File: src/rtl/hazard_fwd_ctrl.sv
// ============================================================================
// Module  : hazard_fwd_ctrl
// Purpose : forwarding-select, load-use stall and branch-flush control for a
//           5-stage pipeline. Optional HAZARD_STATS_EN adds stall/flush counters.
// Revision: 1.0
// ============================================================================
`timescale 1ns/1ps
`default_nettype none

module hazard_fwd_ctrl (
  input  logic       clk,
  input  logic       reset,
  input  logic       id_valid,
  input  logic [4:0] id_rs1,
  input  logic [4:0] id_rs2,
  input  logic [4:0] id_rd,
  input  logic       id_regwrite,
  input  logic       id_memread,
  input  logic       ex_branch_taken,
  output logic [1:0] fwd_a,
  output logic [1:0] fwd_b,
  output logic       pc_write_en,
  output logic       ifid_write_en,
  output logic       idex_bubble,
  output logic       ifid_flush
`ifdef HAZARD_STATS_EN
  ,
  output logic [31:0] stall_count,
  output logic [31:0] flush_count
`endif
);

  localparam logic [1:0] FWD_RF  = 2'b00;
  localparam logic [1:0] FWD_MEM = 2'b10;
  localparam logic [1:0] FWD_WB  = 2'b01;

  logic       idex_valid_q, idex_valid_d;
  logic [4:0] idex_rs1_q, idex_rs1_d;
  logic [4:0] idex_rs2_q, idex_rs2_d;
  logic [4:0] idex_rd_q, idex_rd_d;
  logic       idex_regwrite_q, idex_regwrite_d;
  logic       idex_memread_q, idex_memread_d;
  logic       exmem_valid_q, exmem_valid_d;
  logic [4:0] exmem_rd_q, exmem_rd_d;
  logic       exmem_regwrite_q, exmem_regwrite_d;
  logic       exmem_memread_q, exmem_memread_d;
  logic       memwb_valid_q, memwb_valid_d;
  logic [4:0] memwb_rd_q, memwb_rd_d;
  logic       memwb_regwrite_q, memwb_regwrite_d;

  logic       load_use;
  logic       stall;

  // A load still in EX/MEM has no data yet, so it is excluded from the EX/MEM path.
  function automatic logic [1:0] fwd_sel(
    input logic [4:0] rs,
    input logic       em_valid,
    input logic       em_regwrite,
    input logic       em_memread,
    input logic [4:0] em_rd,
    input logic       mw_valid,
    input logic       mw_regwrite,
    input logic [4:0] mw_rd
  );
    logic [1:0] sel;
    sel = FWD_RF;
    if (em_valid && em_regwrite && !em_memread && (em_rd != 5'd0) && (em_rd == rs))
      sel = FWD_MEM;
    else if (mw_valid && mw_regwrite && (mw_rd != 5'd0) && (mw_rd == rs))
      sel = FWD_WB;
    return sel;
  endfunction

  always_comb begin
    fwd_a = fwd_sel(idex_rs1_q, exmem_valid_q, exmem_regwrite_q, exmem_memread_q,
                    exmem_rd_q, memwb_valid_q, memwb_regwrite_q, memwb_rd_q);
    fwd_b = fwd_sel(idex_rs2_q, exmem_valid_q, exmem_regwrite_q, exmem_memread_q,
                    exmem_rd_q, memwb_valid_q, memwb_regwrite_q, memwb_rd_q);
  end

  always_comb begin
    load_use = idex_valid_q && idex_memread_q && (idex_rd_q != 5'd0) &&
               ((idex_rd_q == id_rs1) || (idex_rd_q == id_rs2)) && id_valid;
    // A redirect discards the dependent instruction, so it cancels the stall.
    stall         = load_use && !ex_branch_taken;
    pc_write_en   = !stall;
    ifid_write_en = !stall;
    idex_bubble   = stall || ex_branch_taken;
    ifid_flush    = ex_branch_taken;
  end

  always_comb begin
    idex_valid_d    = id_valid;
    idex_rs1_d      = id_rs1;
    idex_rs2_d      = id_rs2;
    idex_rd_d       = id_rd;
    idex_regwrite_d = id_regwrite;
    idex_memread_d  = id_memread;
    if (idex_bubble) begin
      idex_valid_d    = 1'b0;
      idex_rs1_d      = 5'd0;
      idex_rs2_d      = 5'd0;
      idex_rd_d       = 5'd0;
      idex_regwrite_d = 1'b0;
      idex_memread_d  = 1'b0;
    end
    exmem_valid_d    = idex_valid_q;
    exmem_rd_d       = idex_rd_q;
    exmem_regwrite_d = idex_regwrite_q;
    exmem_memread_d  = idex_memread_q;
    memwb_valid_d    = exmem_valid_q;
    memwb_rd_d       = exmem_rd_q;
    memwb_regwrite_d = exmem_regwrite_q;
  end

  always_ff @(posedge clk) begin
    if (reset) begin
      idex_valid_q     <= 1'b0;
      idex_rs1_q       <= 5'd0;
      idex_rs2_q       <= 5'd0;
      idex_rd_q        <= 5'd0;
      idex_regwrite_q  <= 1'b0;
      idex_memread_q   <= 1'b0;
      exmem_valid_q    <= 1'b0;
      exmem_rd_q       <= 5'd0;
      exmem_regwrite_q <= 1'b0;
      exmem_memread_q  <= 1'b0;
      memwb_valid_q    <= 1'b0;
      memwb_rd_q       <= 5'd0;
      memwb_regwrite_q <= 1'b0;
    end else begin
      idex_valid_q     <= idex_valid_d;
      idex_rs1_q       <= idex_rs1_d;
      idex_rs2_q       <= idex_rs2_d;
      idex_rd_q        <= idex_rd_d;
      idex_regwrite_q  <= idex_regwrite_d;
      idex_memread_q   <= idex_memread_d;
      exmem_valid_q    <= exmem_valid_d;
      exmem_rd_q       <= exmem_rd_d;
      exmem_regwrite_q <= exmem_regwrite_d;
      exmem_memread_q  <= exmem_memread_d;
      memwb_valid_q    <= memwb_valid_d;
      memwb_rd_q       <= memwb_rd_d;
      memwb_regwrite_q <= memwb_regwrite_d;
    end
  end

`ifdef HAZARD_STATS_EN
  logic [31:0] stall_count_q, stall_count_d;
  logic [31:0] flush_count_q, flush_count_d;

  always_comb begin
    stall_count_d = stall_count_q;
    flush_count_d = flush_count_q;
    if (stall)           stall_count_d = stall_count_q + 32'd1;
    if (ex_branch_taken) flush_count_d = flush_count_q + 32'd1;
  end

  always_ff @(posedge clk) begin
    if (reset) begin
      stall_count_q <= 32'd0;
      flush_count_q <= 32'd0;
    end else begin
      stall_count_q <= stall_count_d;
      flush_count_q <= flush_count_d;
    end
  end

  assign stall_count = stall_count_q;
  assign flush_count = flush_count_q;
`endif

endmodule

`default_nettype wire

File: config.mk
export PLATFORM = sky130hd
export DESIGN_NAME = hazard_fwd_ctrl
export DESIGN_NICKNAME = d
export VERILOG_FILES = /design/src/rtl/hazard_fwd_ctrl.sv
export SDC_FILE = /design/constraint.sdc
export NUM_CORES = 1
export LEC_CHECK = 0
export BUFFER_PORTS_ARGS = -buffer_cell sky130_fd_sc_hd__buf_2
export CAP_MARGIN = 10
export CELL_PAD_IN_SITES_DETAIL_PLACEMENT = 0
export CELL_PAD_IN_SITES_GLOBAL_PLACEMENT = 1
export CORE_ASPECT_RATIO = 0.7
export CORE_UTILIZATION = 36
export DETAILED_ROUTE_END_ITERATION = 8
export GPL_ROUTABILITY_DRIVEN = 1
export PLACE_DENSITY_LB_ADDON = 0.1
export SLEW_MARGIN = 15
export SYNTH_ARGS = -nofsm -noshare
export SYNTH_HDL_FRONTEND = slang
export SYNTH_SLANG_ARGS = --single-unit
File: constraint.sdc
create_clock -name clk -period 1.57 [get_ports clk]
set_input_delay 0.157 -clock clk [delete_from_list [all_inputs] [get_ports clk]]
set_output_delay 0.157 -clock clk [all_outputs]
set_load 0.05 [all_outputs]
==> results of run 1 <==
==> through the flow <==
step	hold slack (ns)	setup TNS, ns	instances	total power [mW]	cell area, µm²
6_report	0.0824	-1.95	245	1.71	1950
5_1_grt	0.0908	-2.48	245	1.81	1950
4_1_cts	0.0721	-2.06	244	1.74	1930
3_5_place_dp	0.375	-0.738	232	1.09	1720
3_3_place_gp	0.370	-0.649	232	1.09	1720
2_1_floorplan	0.229	-1.14	147	1.02	1450
==> layer usage <==
metal	wire, µm	global-route usage, %	up-vias
li1	-	-	584
met1	1450	19.7	513
met2	1520	30.8	26
met3	143	5.42	7
met4	52	9.29	0
met5	0	0	-
==> power groups by stage <==
stage | Sequential, mW | Clock (mW) | Combinational [mW]
floorplan | 0.905 | 0 | 0.118
global placement | 0.909 | 0 | 0.179
detailed placement | 0.911 | 0 | 0.182
CTS | 0.888 | 0.644 | 0.203
global route | 0.891 | 0.688 | 0.227
finish | 0.888 | 0.618 | 0.208
==> sequential cells by signal (all words and copies together) (netlist names) <==
| name | cells |
|---|---|
| exmem_rd_q | 5 |
| memwb_regwrite_q | 1 |
| memwb_rd_q | 5 |
| exmem_regwrite_d | 1 |
| exmem_memread_d | 1 |
| idex_rs1_q | 5 |
| memwb_valid_q | 1 |
| exmem_valid_d | 1 |
| exmem_valid_q | 1 |
| exmem_rd_d | 5 |
| exmem_memread_q | 1 |
| idex_rs2_q | 5 |
| exmem_regwrite_q | 1 |
==> final timing paths <==
path | start | endpoint | slack (ns) | cells after the start
setup / recovery | exmem_rd_q[4] | fwd_a[0] | -0.45 | 5
hold / removal | id_rd[0] | exmem_rd_d[0] | 0.08 | 3
setup reg to reg | exmem_rd_d[1] | idex_rs2_q[0] | 0.26 | 6
hold reg to reg | exmem_regwrite_d | exmem_regwrite_q | 0.44 | 1
==> worst min-delay path, stage by stage <==
cell and delay, ns:
buf_2 0.09, nand2_1 0.04, a21oi_1 0.03
==> kinds of logic after synthesis <==
family                 synth area share [%]
XOR/XNOR                               19.1
flip-flops                             48.0
AND/OR/NAND/NOR                        20.2
AO/OA/AOI/OAI                          9.73
buffers and inverters                  3.00
==> cells in the final DEF, fill, tap and decap left out, types with 2 or more instances in the layout <==
cell type | synthesis | routed
buf_2 | 0 | 22
nand2_1 | 20 | 20
buf_6 | 0 | 7
dfxtp_1 | 33 | 27
nand4_1 | 2 | 2
buf_4 | 2 | 20
nor2b_1 | 15 | 15
nor4_4 | 0 | 4
dfxtp_4 | 0 | 4
clkbuf_8 | 0 | 6
a21oi_1 | 19 | 19
xnor2_2 | 0 | 5
nor2_1 | 2 | 2
xnor2_1 | 22 | 17
nand3_1 | 5 | 5
dfxtp_2 | 0 | 2
xor2_1 | 8 | 8
==> area by class of cell <==
type	instances	share of cell area (%)
Multi-Input combinational cell	105	40.0
Tap cell	50	3.21
Clock buffer	7	4.43
Timing Repair Buffer	49	17.4
Inverter	1	0.192
Sequential cell	33	34.8
==> timing repair <==
action / 4_1_cts / 5_1_grt
gates cloned: 0 / 0
pin swaps: 5 / 2
endpoints found under the setup margin: 7 / 7
buffers inserted: 5 / 1
gates resized for setup: 21 / 2
==> impl_metrics.py, run 1 <==
metrics = {
    "outcome": {
        "status": "complete, but fails checks",
        "violations": "setup timing",
    },
    "logic_synthesis": {
        "netlist_area_um2": 1380,
        "post_synth.cell_area_avg_um2": 9.36,
        "yosys_warnings": 0,
        "netlist.area_leader.share_pct": 48.0,
        "synthArstFlopShare_pct": 0,
        "ys_ff_latch": 33,
        "yosysTopAreaCell": "dfxtp_1",
        "yosys_most_used_dff": "dfxtp_1",
        "ys_top_cells_by_count": "33 x dfxtp_1, 22 x xnor2_1, 20 x nand2_1",
        "ys_seq_area_share_pct": 48.0,
        "synth_edf_count": 0,
        "yosysMostFrequentCell": "dfxtp_1",
        "yosys.cell_types.count": 22,
        "syn_nets": 168,
        "synth_cells": 147,
        "synthTopCellsByArea": "dfxtp_1 48%, xnor2_1 14%, a21oi_1 6.9%, nor2b_1 6.8%, nand2_1 5.5%",
    },
    "power_and_ir_drop": {
        "swShare_pct": 23.2,
        "irDropWorstVdd_uv": 501,
        "p_clk_share_pct": 36.1,
        "power_density_nw_per_um2": 879,
        "internal-power_mw": 1.32,
        "p_switching_uw": 398,
        "power_leakage_nw": 0.834,
        "seq_power_share_pct": 51.8,
        "p_comb_share_pct": 12.1,
    },
    "die": {
        "rows": 18,
        "dieWidth_um": 75.9,
        "die_h_um": 53.7,
        "core_um2": 3580,
        "initial_core_util_pct": 38.4,
        "io_pins": 29,
        "die_area_um2": 4080,
    },
    "placed_design": {
        "dp_hpwl_mm": 2.49,
        "io_buffers": 28,
        "place_ws_ns": -0.261,
        "gp_congestion": 0.832,
    },
    "timing": {
        "setup_viol": 7,
        "fin_skew_ns": 0.00392,
        "rsz0062_at_grt": "true",
        "finalCriticalPeriod_ns": 2.02,
        "worst_pin_slew_ns": 0.303,
        "slew_viol_final": 0,
        "relSlewSlack_pct": 79.7,
        "max_freq_mhz": 496,
        "layout_setup_ws_ns": -0.447,
        "hold_viol": 0,
        "fin_crit_sh_pct": 128,
    },
    "critical_path": {
        "crit_arrival_ns": 1.86,
        "crit_required_ns": 1.41,
        "start_kind": "flip-flop",
        "cpPeakStageDelay_ns": 0.53,
        "critical_path.most_common_cell": "nor4_4",
        "path_buf_inv": 1,
        "path_class": "flip-flop to primary output",
        "path_cells": "or4_4 > o2111ai_4 > nor4_4 > nor4_4 > buf_6",
        "cp_top_family": "simple AND/OR/NAND/NOR gates",
        "cp_max_fo": 2,
        "end_kind": "primary output",
        "critPathSlowestCell": "or4_4",
    },
    "grt": {
        "gr-usage-all-layers_pct": 17.4,
        "antenna_found_initial": 0,
        "grt_max_degree": 19,
        "grt-ovfl-total": 0,
        "grt_pass1_vias": 1052,
        "grt_first_pass_wirelength_mm": 5.02,
    },
    "clock_network": {
        "cts_hold_buf": 0,
        "clock_sinks": 33,
        "cts.path.max_buffers": 2,
        "cts-root-buf": "clkbuf_8",
        "cts_tree": "done",
        "htreeDepth": 2,
        "numCtsBuffers": 5,
        "clkLatencyLatePin_ns": 0.28,
        "clk_pin_slew_ns": 0.06,
    },
    "finish": {
        "area_growth_pct": 41.7,
        "multiInputGateArea_um2": 781,
        "fin_nets": 216,
        "antenna_cells": 0,
        "drive_above_1_share_pct": 37.4,
        "utilization_pct": 54.5,
        "ff_latch_area_um2": 678,
        "fill_cells": 317,
    },
    "drt": {
        "via_per_inst": 4.61,
        "ant_nets": 0,
        "drt-wirelength-per-cell_um": 12.9,
        "routed_wl_mm": 3.17,
        "drtIter0Drc": 35,
        "drcViolationCount": 0,
        "first_pass_iters": 4,
        "vias": 1130,
    },
    "worst_hold_path": {
        "min_path_type": "input port to flip-flop",
    },
    "flow_run": {
        "cap_viol_max_count": 0,
    },
}
Power figures use the tool's default switching activity.
==> inputs of run 2 (changes only) <==
--- a/config.mk
+++ b/config.mk
@@ -10,6 +10,7 @@
 export CELL_PAD_IN_SITES_DETAIL_PLACEMENT = 0
 export CELL_PAD_IN_SITES_GLOBAL_PLACEMENT = 1
 export CORE_ASPECT_RATIO = 0.7
+export CORE_MARGIN = 2
 export CORE_UTILIZATION = 36
 export DETAILED_ROUTE_END_ITERATION = 8
 export GPL_ROUTABILITY_DRIVEN = 1
==> impl_metrics.py, run 2 (same netlist as run 1, synthesis figures left out) <==
metrics = {
    "outcome": {
        "status": "complete, but fails checks",
        "violations": "setup timing",
    },
    "grt": {
        "grt-ovfl-total": 0,
        "grt_max_degree": 19,
        "gr-usage-all-layers_pct": 15.9,
        "grt_first_pass_wirelength_mm": 5.11,
        "antenna_found_initial": 0,
        "grt_pass1_vias": 1110,
    },
    "placed_design": {
        "gp_congestion": 0.795,
        "io_buffers": 28,
        "dp_hpwl_mm": 2.45,
        "placedCellCount": 229,
    },
    "drt": {
        "via_per_inst": 4.63,
        "first_pass_iters": 4,
        "ant_nets": 0,
        "drt-wirelength-per-cell_um": 12.8,
        "drcViolationCount": 0,
        "drtIter0Drc": 31,
        "routed_wl_mm": 3.11,
        "vias": 1120,
    },
    "timing": {
        "max_freq_mhz": 499,
        "layout_setup_ws_ns": -0.435,
        "fin_skew_ns": 0.00293,
        "relSlewSlack_pct": 78.4,
        "finalCriticalPeriod_ns": 2.00,
        "hold_viol": 0,
        "slew_viol_final": 0,
        "worst_pin_slew_ns": 0.321,
        "setup_viol": 7,
        "fin_crit_sh_pct": 128,
        "rsz0062_at_grt": "true",
    },
    "finish": {
        "drive_above_1_share_pct": 36.5,
        "antenna_cells": 0,
        "final_cell_count_no_fill": 242,
        "final_common_cell": "dfxtp_1",
        "fin_nets": 212,
        "area_growth_pct": 39.7,
        "final_cell_mix": "27 x dfxtp_1, 21 x buf_2, 20 x nand2_1",
    },
    "worst_hold_path": {
        "min_path_type": "input port to flip-flop",
        "hp-start": "id_rd[2]",
        "hold-path-cell-count": 3,
        "min_to": "exmem_rd_d[2]",
    },
    "power_and_ir_drop": {
        "seq_power_share_pct": 52.8,
        "p_switching_uw": 412,
        "p_clk_share_pct": 35.2,
        "power_density_nw_per_um2": 875,
        "power_leakage_nw": 0.814,
        "internal-power_mw": 1.27,
        "p_comb_share_pct": 12.1,
        "swShare_pct": 24.5,
        "irDropWorstVdd_uv": 462,
        "finalPower_mw": 1.68,
    },
    "die": {
        "io_pins": 29,
        "die_h_um": 55.7,
        "core_um2": 3600,
        "initial_core_util_pct": 38.2,
        "dieWidth_um": 77.9,
        "die_area_um2": 4340,
        "rows": 18,
    },
    "clock_network": {
        "cts_tree": "done",
        "clock_sinks": 33,
        "htreeDepth": 2,
        "cts_hold_buf": 0,
        "clkLatencyLatePin_ns": 0.28,
        "clk_pin_slew_ns": 0.06,
        "cts.path.max_buffers": 2,
        "cts-root-buf": "clkbuf_8",
        "numCtsBuffers": 5,
    },
    "critical_path": {
        "end_kind": "primary output",
        "start_kind": "flip-flop",
        "crit_arrival_ns": 1.85,
        "reg2reg_depth": 5,
        "ff2ff_setup_slack_ns": 0.29,
        "crit_required_ns": 1.41,
        "path_class": "flip-flop to primary output",
        "cp_max_fo": 2,
        "crit-reg2reg-launch": "exmem_rd_d[0]",
        "r2r-end": "idex_rs2_q[0]",
    },
    "flow_run": {
        "cap_viol_max_count": 0,
    },
}
run 2: worst max-delay path by stage:
stage	startpoint	endpoint	cells after the start
2_1_floorplan	exmem_rd_q[4]	fwd_a[0]	4
3_3_place_gp	exmem_rd_q[4]	fwd_b[0]	5
3_5_place_dp	exmem_rd_q[4]	fwd_b[0]	5
4_1_cts	exmem_rd_q[4]	fwd_a[0]	5
5_1_grt	exmem_rd_q[4]	fwd_b[0]	5
6_report	exmem_rd_q[4]	fwd_a[0]	5
run 2: power groups by stage:
| stage | Sequential (mW) | Combinational [mW] | Clock (mW) |
|---|---|---|---|
| 2_1_floorplan | 0.905 | 0.118 | 0 |
| 3_3_place_gp | 0.910 | 0.178 | 0 |
| 3_5_place_dp | 0.911 | 0.181 | 0 |
| 4_1_cts | 0.889 | 0.197 | 0.619 |
| 5_1_grt | 0.891 | 0.223 | 0.664 |
| 6_report | 0.888 | 0.204 | 0.592 |
run 2: final cells by class:
type,count,area (µm²)
Fill cell,350,1680
Multi-Input combinational cell,105,781
Sequential cell,33,678
Timing Repair Buffer,45,315
Clock buffer,6,72.6
Tap cell,50,62.6
Clock inverter,2,10.0
Inverter,1,3.75
run 2: through the flow:
step                utilization, %  hold WS [ns]  TNS, ns  setup slack (ns)  cell area (µm²)
global placement              47.2         0.368   -0.514            -0.224             1700
global route                  53.4        0.0727    -2.44            -0.513             1920
floorplan                        -         0.229    -1.14            -0.429             1450
CTS                           52.1        0.0679    -1.96            -0.457             1880
finish                        53.4        0.0812    -1.87            -0.435             1920
detailed placement            47.2         0.375   -0.555            -0.244             1700
run 2: routing by layer:
layer	global-route usage [%]	vias up	routed length, µm
met3	4.87	4	125
met4	9.02	0	38
met5	0	-	0
li1	-	572	-
met1	20.0	524	1470
met2	24.3	20	1480
run 2: critical path, stage by stage (launching register included):
cell	delay [ns]
dfxtp_2	0.32
or4_4	0.53
o2111ai_4	0.27
nor4_4	0.10
nor4_4	0.15
buf_6	0.19
run 2: what timing repair did:
action | in CTS | in global routing
pin swaps | 4 | 3
cloned | 0 | 0
resized for setup | 19 | 7
setup buffers | 3 | 2
setup endpoints to repair | 7 | 7
==> inputs of run 3 (changes only) <==
--- a/config.mk
+++ b/config.mk
@@ -15,6 +15,7 @@
 export DETAILED_ROUTE_END_ITERATION = 8
 export GPL_ROUTABILITY_DRIVEN = 1
 export PLACE_DENSITY_LB_ADDON = 0.1
+export SETUP_SLACK_MARGIN = 0.1
 export SLEW_MARGIN = 15
 export SYNTH_ARGS = -nofsm -noshare
 export SYNTH_HDL_FRONTEND = slang
==> impl_metrics.py, run 3 (same netlist as run 1, synthesis figures left out) <==
metrics = {
    "outcome": {
        "status": "complete, but fails checks",
        "violations": "setup timing",
    },
    "critical_path": {
        "end_kind": "primary output",
        "path_cells": "or4_4 > o2111ai_4 > nor4_4 > nor4_4 > buf_6",
        "critPathSlowestCell": "or4_4",
        "cp_max_fo": 2,
        "cp_top_family": "simple AND/OR/NAND/NOR gates",
        "path_class": "flip-flop to primary output",
        "start_kind": "flip-flop",
        "crit_required_ns": 1.41,
        "crit_arrival_ns": 1.86,
        "cpPeakStageDelay_ns": 0.53,
        "path_buf_inv": 1,
        "crit-reg2reg-launch": "exmem_rd_d[0]",
        "startpoint": "exmem_rd_q[4]",
        "critical_path.most_common_cell": "nor4_4",
    },
    "timing": {
        "hold_viol": 0,
        "worst_pin_slew_ns": 0.327,
        "rsz0062_at_grt": "true",
        "setup_tns_ns": -1.75,
        "relSlewSlack_pct": 78.0,
        "max_freq_mhz": 497,
        "fin_skew_ns": 0.00353,
        "layout_setup_ws_ns": -0.443,
        "slew_viol_final": 0,
        "setup_viol": 7,
        "fin_crit_sh_pct": 128,
        "whs_ns": 0.0845,
        "finalCriticalPeriod_ns": 2.01,
    },
    "placed_design": {
        "place_area_um2": 1700,
        "placedCellCount": 228,
        "gp_congestion": 0.811,
        "io_buffers": 28,
        "place_ws_ns": -0.256,
        "dp_hpwl_mm": 2.41,
    },
    "finish": {
        "final_cell_mix": "27 x dfxtp_1, 22 x buf_2, 20 x nand2_1",
        "antenna_cells": 0,
        "final_area_um2": 1960,
        "fin_nets": 212,
        "final_common_cell": "dfxtp_1",
        "drive_above_1_share_pct": 39.6,
        "area_growth_pct": 42.4,
        "utilization_pct": 54.4,
        "final_cell_count_no_fill": 242,
    },
    "clock_network": {
        "clk_pin_slew_ns": 0.06,
        "numCtsBuffers": 5,
        "cts-root-buf": "clkbuf_8",
        "clkLatencyLatePin_ns": 0.28,
        "htreeDepth": 2,
        "cts.path.max_buffers": 2,
        "cts_tree": "done",
        "clock_sinks": 33,
    },
    "power_and_ir_drop": {
        "swShare_pct": 24.9,
        "irDropWorstVdd_uv": 410,
        "seq_power_share_pct": 52.2,
        "internal-power_mw": 1.28,
        "power_density_nw_per_um2": 868,
        "p_clk_share_pct": 35.2,
        "power_leakage_nw": 0.824,
        "p_comb_share_pct": 12.7,
        "finalPower_mw": 1.70,
        "p_switching_uw": 424,
    },
    "grt": {
        "grt_first_pass_wirelength_mm": 5.09,
        "grt_max_degree": 19,
        "grt_pass1_vias": 1060,
        "antenna_found_initial": 0,
        "gr-usage-all-layers_pct": 15.6,
        "grt-ovfl-total": 0,
    },
    "worst_hold_path": {
        "min_path_type": "input port to flip-flop",
        "hp-start": "id_rd[4]",
    },
    "die": {
        "initial_core_util_pct": 38.2,
        "io_pins": 29,
        "die_h_um": 55.7,
        "dieWidth_um": 77.9,
        "rows": 18,
        "die_area_um2": 4340,
        "core_um2": 3600,
    },
    "flow_run": {
        "cap_viol_max_count": 0,
    },
    "drt": {
        "drt-wirelength-per-cell_um": 13.2,
        "via_per_inst": 4.58,
        "drtIter0Drc": 16,
        "ant_nets": 0,
        "vias": 1109,
        "drcViolationCount": 0,
        "routed_wl_mm": 3.20,
        "first_pass_iters": 4,
    },
}
==> run 3: cell counts in the layout (fill, tap and decap cells not counted) <==
Identical to the previous run, type by type.
==> run 3: power groups by stage <==
stage               clock network, mW  logic (mW)  registers, mW
floorplan                           0       0.119          0.905
global placement                    0       0.176          0.910
detailed placement                  0       0.180          0.910
CTS                             0.610       0.208          0.886
global route                    0.656       0.235          0.890
finish                          0.598       0.215          0.887
==> run 3: final cells by class <==
type	instances	area [µm²]
clock buffer	6	72.6
clock inverter	2	10.0
fill	350	1640
inverter	1	3.75
multi-input combinational	105	817
sequential	33	681
tap	50	62.6
timing repair buffer	45	313
==> run 3: final timing paths <==
check,end,slack [ns],cells after the start
worst max-delay path,fwd_a[0],-0.44,5
worst min-delay path,exmem_rd_d[4],0.08,3
worst max register to register,exmem_rd_d[1],0.30,5
worst min register to register,exmem_regwrite_q,0.44,1
==> run 3: layer usage <==
layer,GRT usage (%),share of wire [%]
met5,0,0
met4,4.51,0.56
met3,6.49,4.3
met2,24.3,47
met1,20.0,48
==> run 3: what timing repair did <==
item / 4_1_cts / 5_1_grt
hold buffers: 0 / 0
gates cloned: 0 / 0
setup buffers: 5 / 1
setup endpoints to repair: 7 / 7
resized for setup: 27 / 4
pin swaps: 8 / 3
==> run 3: tightest hold or removal path, stage by stage <==
cell and delay, ns:
buf_2 0.10, nand2_1 0.04, a21oi_1 0.03
